**config.mk**
```make
export PLATFORM = sky130hd
export DESIGN_NAME = sum_display_driver
export DESIGN_NICKNAME = d
export VERILOG_FILES = /design/src/rtl/sum_display_driver.sv
export SDC_FILE = /design/constraint.sdc
export NUM_CORES = 1
export LEC_CHECK = 0
export CELL_PAD_IN_SITES_DETAIL_PLACEMENT = 1
export CELL_PAD_IN_SITES_GLOBAL_PLACEMENT = 2
export CORE_MARGIN = 2
export CORE_UTILIZATION = 40
export CTS_CLUSTER_SIZE = 28
export DETAILED_ROUTE_END_ITERATION = 10
export PLACE_DENSITY = 0.94
export SLEW_MARGIN = 20
export SYNTH_ARGS = -nofsm -noshare
export SYNTH_HDL_FRONTEND = slang
export SYNTH_SLANG_ARGS = --single-unit
```
**constraint.sdc**
```tcl
create_clock -name clk -period 3.3 [get_ports clk]
set_input_delay 0.33 -clock clk [delete_from_list [all_inputs] [get_ports clk]]
set_output_delay 0.33 -clock clk [all_outputs]
set_load 0.1 [all_outputs]
```
**src/rtl/sum_display_driver.sv**
```systemverilog
// sum_display_driver
// Latches a 5-bit adder sum, converts it to two BCD digits and scans them
// onto a two-digit common-anode 7-segment display. A one-cycle blank gap
// separates the digit periods. Leading-zero suppression applies to the
// tens digit.
module sum_display_driver #(
    parameter int unsigned REFRESH_DIV    = 100000,
    parameter bit          SEG_ACTIVE_LOW = 1'b1
) (
    input  logic       clk,
    input  logic       rst_n,
    input  logic [4:0] sum_in,
    input  logic       load,
    input  logic       blank,
    output logic [6:0] seg,
    output logic [1:0] an,
    output logic       busy
);

    localparam int unsigned CNT_W = (REFRESH_DIV > 2) ? $clog2(REFRESH_DIV) : 1;
    localparam logic [CNT_W-1:0] CNT_LAST = CNT_W'(REFRESH_DIV - 1);
    localparam logic [6:0] SEG_POL = SEG_ACTIVE_LOW ? '1 : '0;
    localparam logic [1:0] AN_POL  = SEG_ACTIVE_LOW ? '1 : '0;

    typedef enum logic [1:0] {
        S_ONES  = 2'd0,
        S_GAP_T = 2'd1,
        S_TENS  = 2'd2,
        S_GAP_O = 2'd3
    } state_t;

    state_t           r_state;
    state_t           w_state_nxt;
    logic [4:0]       r_value;
    logic [3:0]       r_tens;
    logic [3:0]       r_ones;
    logic             r_busy;
    logic [CNT_W-1:0] r_cnt;
    logic [6:0]       r_seg;
    logic [1:0]       r_an;

    logic [3:0]       w_bcd_tens;
    logic [3:0]       w_bcd_ones;
    logic             w_term;
    logic [6:0]       w_seg_ah;
    logic [1:0]       w_an_ah;

    // Active-high segment pattern {g,f,e,d,c,b,a} for a decimal digit.
    function automatic logic [6:0] seg_encode(input logic [3:0] d);
        logic [6:0] s;
        case (d)
            4'd0:    s = 7'h3F;
            4'd1:    s = 7'h06;
            4'd2:    s = 7'h5B;
            4'd3:    s = 7'h4F;
            4'd4:    s = 7'h66;
            4'd5:    s = 7'h6D;
            4'd6:    s = 7'h7D;
            4'd7:    s = 7'h07;
            4'd8:    s = 7'h7F;
            4'd9:    s = 7'h6F;
            default: s = 7'h00;
        endcase
        return s;
    endfunction

    assign w_term = (r_cnt == CNT_LAST);

    // Binary to BCD for the 0..31 range by threshold comparison.
    always_comb begin
        w_bcd_tens = 4'd0;
        w_bcd_ones = 4'(r_value);
        if (r_value >= 5'd30) begin
            w_bcd_tens = 4'd3;
            w_bcd_ones = 4'(r_value - 5'd30);
        end else if (r_value >= 5'd20) begin
            w_bcd_tens = 4'd2;
            w_bcd_ones = 4'(r_value - 5'd20);
        end else if (r_value >= 5'd10) begin
            w_bcd_tens = 4'd1;
            w_bcd_ones = 4'(r_value - 5'd10);
        end
    end

    // Capture pipeline: latch the sum on load, update digits one cycle later.
    always_ff @(posedge clk or negedge rst_n) begin
        if (!rst_n) begin
            r_value <= '0;
            r_busy  <= 1'b0;
            r_tens  <= '0;
            r_ones  <= '0;
        end else begin
            r_busy <= load;
            if (load) begin
                r_value <= sum_in;
            end
            if (r_busy) begin
                r_tens <= w_bcd_tens;
                r_ones <= w_bcd_ones;
            end
        end
    end

    // Refresh counter: runs during digit periods, held at zero in the gaps.
    always_ff @(posedge clk or negedge rst_n) begin
        if (!rst_n) begin
            r_cnt <= '0;
        end else if (r_state == S_GAP_T || r_state == S_GAP_O || w_term) begin
            r_cnt <= '0;
        end else begin
            r_cnt <= r_cnt + 1'b1;
        end
    end

    // Scan FSM state register.
    always_ff @(posedge clk or negedge rst_n) begin
        if (!rst_n) begin
            r_state <= S_ONES;
        end else begin
            r_state <= w_state_nxt;
        end
    end

    // Scan FSM next state and active-high display pattern for the next cycle.
    always_comb begin
        w_state_nxt = r_state;
        w_seg_ah    = '0;
        w_an_ah     = '0;
        case (r_state)
            S_ONES: begin
                w_seg_ah = seg_encode(r_ones);
                w_an_ah  = 2'b01;
                if (w_term) begin
                    w_state_nxt = S_GAP_T;
                end
            end
            S_GAP_T: begin
                w_state_nxt = S_TENS;
            end
            S_TENS: begin
                w_seg_ah = seg_encode(r_tens);
                w_an_ah  = (r_tens != 4'd0) ? 2'b10 : 2'b00;
                if (w_term) begin
                    w_state_nxt = S_GAP_O;
                end
            end
            S_GAP_O: begin
                w_state_nxt = S_ONES;
            end
            default: begin
                w_state_nxt = S_ONES;
            end
        endcase
        if (blank) begin
            w_an_ah = '0;
        end
    end

    // Output registers with polarity applied.
    always_ff @(posedge clk or negedge rst_n) begin
        if (!rst_n) begin
            r_seg <= SEG_POL;
            r_an  <= AN_POL;
        end else begin
            r_seg <= w_seg_ah ^ SEG_POL;
            r_an  <= w_an_ah ^ AN_POL;
        end
    end

    assign seg  = r_seg;
    assign an   = r_an;
    assign busy = r_busy;

endmodule

```
# Word level (Yosys, flattened, before mapping)

Memories as Yosys holds them, arrays and structs flattened.
Cells that the tools add are included.

Register bits after elaboration: 42
ROM bits: 224
Memories: 2

Add/sub/neg operators: 4
$lt $le $gt $ge: 3
Equality and inequality tests: 6
Muxes and demuxes: 14
Bitwise logic cells: 2
Reductions and logical operators: 5

Memories:

| memory          | depth | bits a word | read ports | clocked after Yosys merged registers in | write ports | line | source |
|---|---|---|---|---|---|---|---|
| (no name shown) | 16    | 7           | 1          | 0                                       | 0           | 51   | `case (d)` |
| (no name shown) | 16    | 7           | 1          | 0                                       | 0           | 51   |  |

Operators with widths:

| cell                                                                  | number |
|---|---|
| 4-bit two-way mux                                                     | 5 |
| 17-bit by 1-bit adder with 17-bit output, second input constant       | 1 |
| 17-bit equality test, second input constant                           | 1 |
| 17-bit two-way mux                                                    | 1 |
| 7-bit case mux with 2 select lines                                    | 1 |
| 5-bit >= comparator, second input constant                            | 2 |
| 2-bit two-way mux                                                     | 4 |
| 2-bit case mux with 4 select lines                                    | 1 |
| 4-bit subtractor, second input constant                               | 2 |
| 7-bit inverter                                                        | 1 |
| 5-bit by 4-bit >= comparator with 1-bit output, second input constant | 1 |
| 2-bit equality test, second input constant                            | 2 |
| 2-bit != test, second input constant                                  | 2 |
| 2-bit case mux with 2 select lines                                    | 1 |
| 4-bit nonzero test                                                    | 1 |
| 4-bit by 3-bit subtractor with 4-bit output, second input constant    | 1 |
| 2-bit by 1-bit equality test with 1-bit output, second input constant | 1 |
| 2-bit zero test                                                       | 1 |
| 1-bit logical OR                                                      | 2 |
| 2-bit inverter                                                        | 1 |
| 2-bit AND reduction                                                   | 1 |
| 1-bit two-way mux                                                     | 1 |

# Logic depth before layout (Yosys ltp)

Depth in word-level cells: 5
Mapped depth: 7
Depth with buffers taken out: 6

# Worst setup path before layout

No wires, ideal clock.

Path kind: flip-flop to flip-flop
Start: register r_busy (netlist: busy)
End: register r_ones[3]
Library setup time: 83 ps
Arrival: 1675 ps
Required time: 3217 ps
Path slack: 1543 ps
Stages on the path, launching flop included: 5
Clock period less this slack: 1757 ps
Path through: dfrtp_1 -> clkbuf_1 -> nand3_1 -> o31a_1 -> o21ai_0

RTL lines:

| what                   | line | source |
|---|---|---|
| start, declared        | 37   | `logic r_busy;` |
| start signal, assigned | 93   | `r_busy <= load;` |
| end signal, assigned   | 99   | `r_ones <= w_bcd_ones;` |
| end, declared          | 36   | `logic [3:0] r_ones;` |

# Worst setup path in the final report

Start: register r_an[1] (netlist: an[1])
End: output port an[1]

RTL lines:

| what                   | line | source |
|---|---|---|
| start, declared        | 40   | `logic [1:0] r_an;` |
| start signal, assigned | 166  | `r_an <= w_an_ah ^ AN_POL;` |
| end, declared          | 16   | `output logic [1:0] an,` |

No word-level cell between the ends.

==> results.md <==
## Status
• finished, final reports clean — result of the run

## Route
• 1589 — total via count in the routed design
• 2.13 mm — wire length the detailed router placed on met1
• 1.93 mm — met2 routed wirelength
• 4.26 mm — overall routed net length
• 4 — first-pass iteration count of the detailed router
• 14.0 um — per-cell routed wire length
• 0 — DRT antenna net count
• 5.21 — via-per-instance ratio
• 0 — post-detailed-route DRC marker count
• 136 um — routed wl met3
• 46 — first-iteration detailed-routing DRC count
• met4 — uppermost layer routed

## Die
• 6030 um2 — Total Die Area
• 19 — number of top-level pins
• 5170 um2 — CORE AREA
• 0.419 — effective utilization at floorplan
• 26 — total number of placement rows
• 77.6 um — chip height
• 77.6 um — floorplan die width

## Synth
• 47 — number of distinct library cells after synthesis
• 241 — synthesized net count
• 216 — Post-Syn Instances
• 0 — number of flops mapped to enable cells by yosys
• dfrtp_1 — primary flip-flop cell chosen by synthesis mapping
• 2170 um2 — Cell Area, Synth
• 10.0 um2 — Synth Area per Inst
• 1.00 — fraction of registers with async set or reset after synthesis
• 0.467 — proportion of synthesized chip area in sequential cells
• 0 — Yosys warnings
• 40 — #FFs+latches synth

## GRT
• 7.42 mm — first-pass GRT wire length
• 1574 — number of global-route vias before repair
• 0 — remaining global-route overflow
• 0.154 — all-layer global routing usage
• 41 — largest net degree at the start of global routing
• 0 — number of antenna violations at the first check in global routing

## Critical path
• r_value[1] — startpoint of the lowest-slack register-to-register path
• clkdlybuf4s50_1 — crit-path cells
• clkdlybuf4s50_1 — Worst path slowest cell
• output pin — Critical Path Sink Type
• buffers and inverters — Worst path top cell family by delay
• 1 — Buf/Inv on CP
• flip-flop — CP startpoint kind
• 1 — maximum fanout along the worst path
• 2.97 ns — data required time of the worst path
• an[1] — origin of the worst setup path
• 1.12 ns — CP max stage delay
• flip-flop to output pin — Setup CP Type
• 1.93 ns — arrival time reported for the critical path endpoint

## Clock tree
• 0.08 ns — clock-pin slew on the worst setup and hold paths
• 0 — Post-CTS Hold Fix Bufs
• 0 — Resized Gates After CTS
• 0 — setup bufs post-CTS
• 5 — TritonCTS Buffers
• clkbuf_8 — clk root buf
• 2 — Max H-tree Level
• yes — CTS tree
• 2 — maximum number of buffers from clock root to sink
• 0.29 ns — later-pin clock latency in the skew report
• 40 — # clock sinks

## Placement
• 1.34 ns — worst slack after detailed placement
• 18 — count of input and output buffers
• 3.05 mm — placed wire-length estimate after detailed placement
• 297 — number of placed instances with taps included
• 0.764 — final RePlAce weighted congestion

## Finish
• 0 — diodes inserted
• 0.479 — Final Util
• 0.123 — ratio of cells with drive above 1 in the final layout
• 259 — fin nets
• 14.2% — Synth-to-Final Area Change
• dfrtp_1 (31), nor2_1 (25), ha_1 (16), clkdlybuf4s50_1 (16), nand2_1 (15) — most frequent cells in the layout
• 305 — final cell count without fillers
• dfrtp_1 — commonest non-fill, non-tap cell in the layout

## Pwr
• 0.396 mV — largest voltage drop on the vdd net
• 0.533 mW — net load switching power
• 1.08 nW — reported leakage power
• 0.855 mW — Internal Power
• 0.384 — Net Sw Frac
• 0.433 — sequential share of power
• 0.240 — power share of the clock group
• 0.327 — combinational share of power
• 560 nW/um2 — power per cell area

## STA
• false — unrepaired setup endpoints after global routing
• 0.0110 ns — clk_skew
• 0 ns — Final TNS setup
• 2.26 ns — clock period minus worst slack
• 0 — number of max-slew violations in the final report
• 0.143 ns — hold slack
• 0.969 ns — slew at the pin with the worst max-slew slack
• 0 — Final setup viols
• 0 — final-report hold violation count
• 0.352 — Max-slew headroom
• 0.684 — final critical-path share of the clock period
• 1.04 ns — final worst slack
• 443 MHz — maximum clock frequency

## Worst hold path
• input port to async pin — type of the most critical hold path

## Job
• 0 — max-capacitance violation count

==> metal layers <==
metal	vias up	track usage
li1	789	-
met1	767	0.211
met2	27	0.242
met3	6	0.0360
met4	0	0.0446
met5	-	0
==> cell usage after synthesis (2+ instances only) <==
library cell,number,area (um2)
dfrtp_1,31,776
nor2_1,25,93.8
ha_1,16,200
nand2_1,15,56.3
o21ai_0,14,70.1
inv_1,12,45.0
a21oi_1,10,50.1
dfstp_2,9,236
xor2_1,8,70.1
nand2b_1,6,37.5
nand3_1,6,30.0
nand4_1,6,37.5
clkbuf_1,4,15.0
mux2_2,4,45.0
or3_1,4,25.0
xnor2_1,4,35.0
a2bb2oi_1,3,26.3
and3_1,3,18.8
nor3_1,3,15.0
and4_1,2,17.5
buf_6,2,22.5
nand2_2,2,12.5
nor4bb_1,2,20.0
o21a_1,2,15.0
==> path summary, 6_finish.rpt <==
check | endpoint | slack (ns) | cells after the start
min in group clk | r_cnt[0] | 0.49 | 1
worst max-delay path | an[1] | 1.04 | 1
max in group asynchronous | r_cnt[11] | 2.60 | 1
worst max register to register | r_ones[3] | 1.36 | 6
worst min register to register | r_cnt[0] | 0.49 | 1
worst min-delay path | r_value[0] | 0.14 | 1
==> metrics by stage <==
stage / total power [mW] / instance area (um2)
after floorplan: 0.961 / 2170
after global placement: 1.06 / 2390
after detailed placement: 1.07 / 2390
after CTS: 1.40 / 2480
after global routing: 1.46 / 2480
final: 1.39 / 2480
==> registers in the layout, summed over array words and instances (netlist names) <==
register	count
seg	7
r_ones	4
an	2
r_tens	2
busy	1
r_value	5
r_cnt	17
r_state	2
==> kinds of logic (layout without fill, tap and decap cells) <==
logic type                 count (synthesis)  count (layout)  synth area share
adders and majority gates                 16              16            0.0923
xor gates and xnor gates                  12              12            0.0484
DFF                                       40              40             0.467
buffers and inverters                     19              38            0.0404
and+or+nand+nor                           82              82             0.201
AOI/OAI and AO/OA                         43              43             0.131
muxes                                      4               4            0.0208
==> power by group through the flow <==
| stage | sequential (mW) | combinational, mW | clock (mW) |
|---|---|---|---|
| finish | 0.601 | 0.454 | 0.332 |
| CTS | 0.602 | 0.458 | 0.345 |
| detailed placement | 0.611 | 0.457 | 0 |
| global placement | 0.607 | 0.452 | 0 |
| global route | 0.610 | 0.482 | 0.363 |
| floorplan | 0.838 | 0.123 | 0 |
==> worst register-to-register path: cells and delay by family, from the launching register on <==
kind	cells	cell delay, ns
compound gates	1	0.19
mux	1	0.38
buf+inv	1	0.14
simple gates	2	0.51
fa+ha+maj	1	0.21
flops	1	0.41
==> layout make-up <==
class | count | area (um2)
inverters | 12 | 45.0
flip-flops and latches | 40 | 1010
multi-input cells | 157 | 1070
clock buffers | 8 | 90.1
well taps | 70 | 87.6
repair buffers | 18 | 173
fillers | 591 | 2700
(Power assumes the default switching activity.)
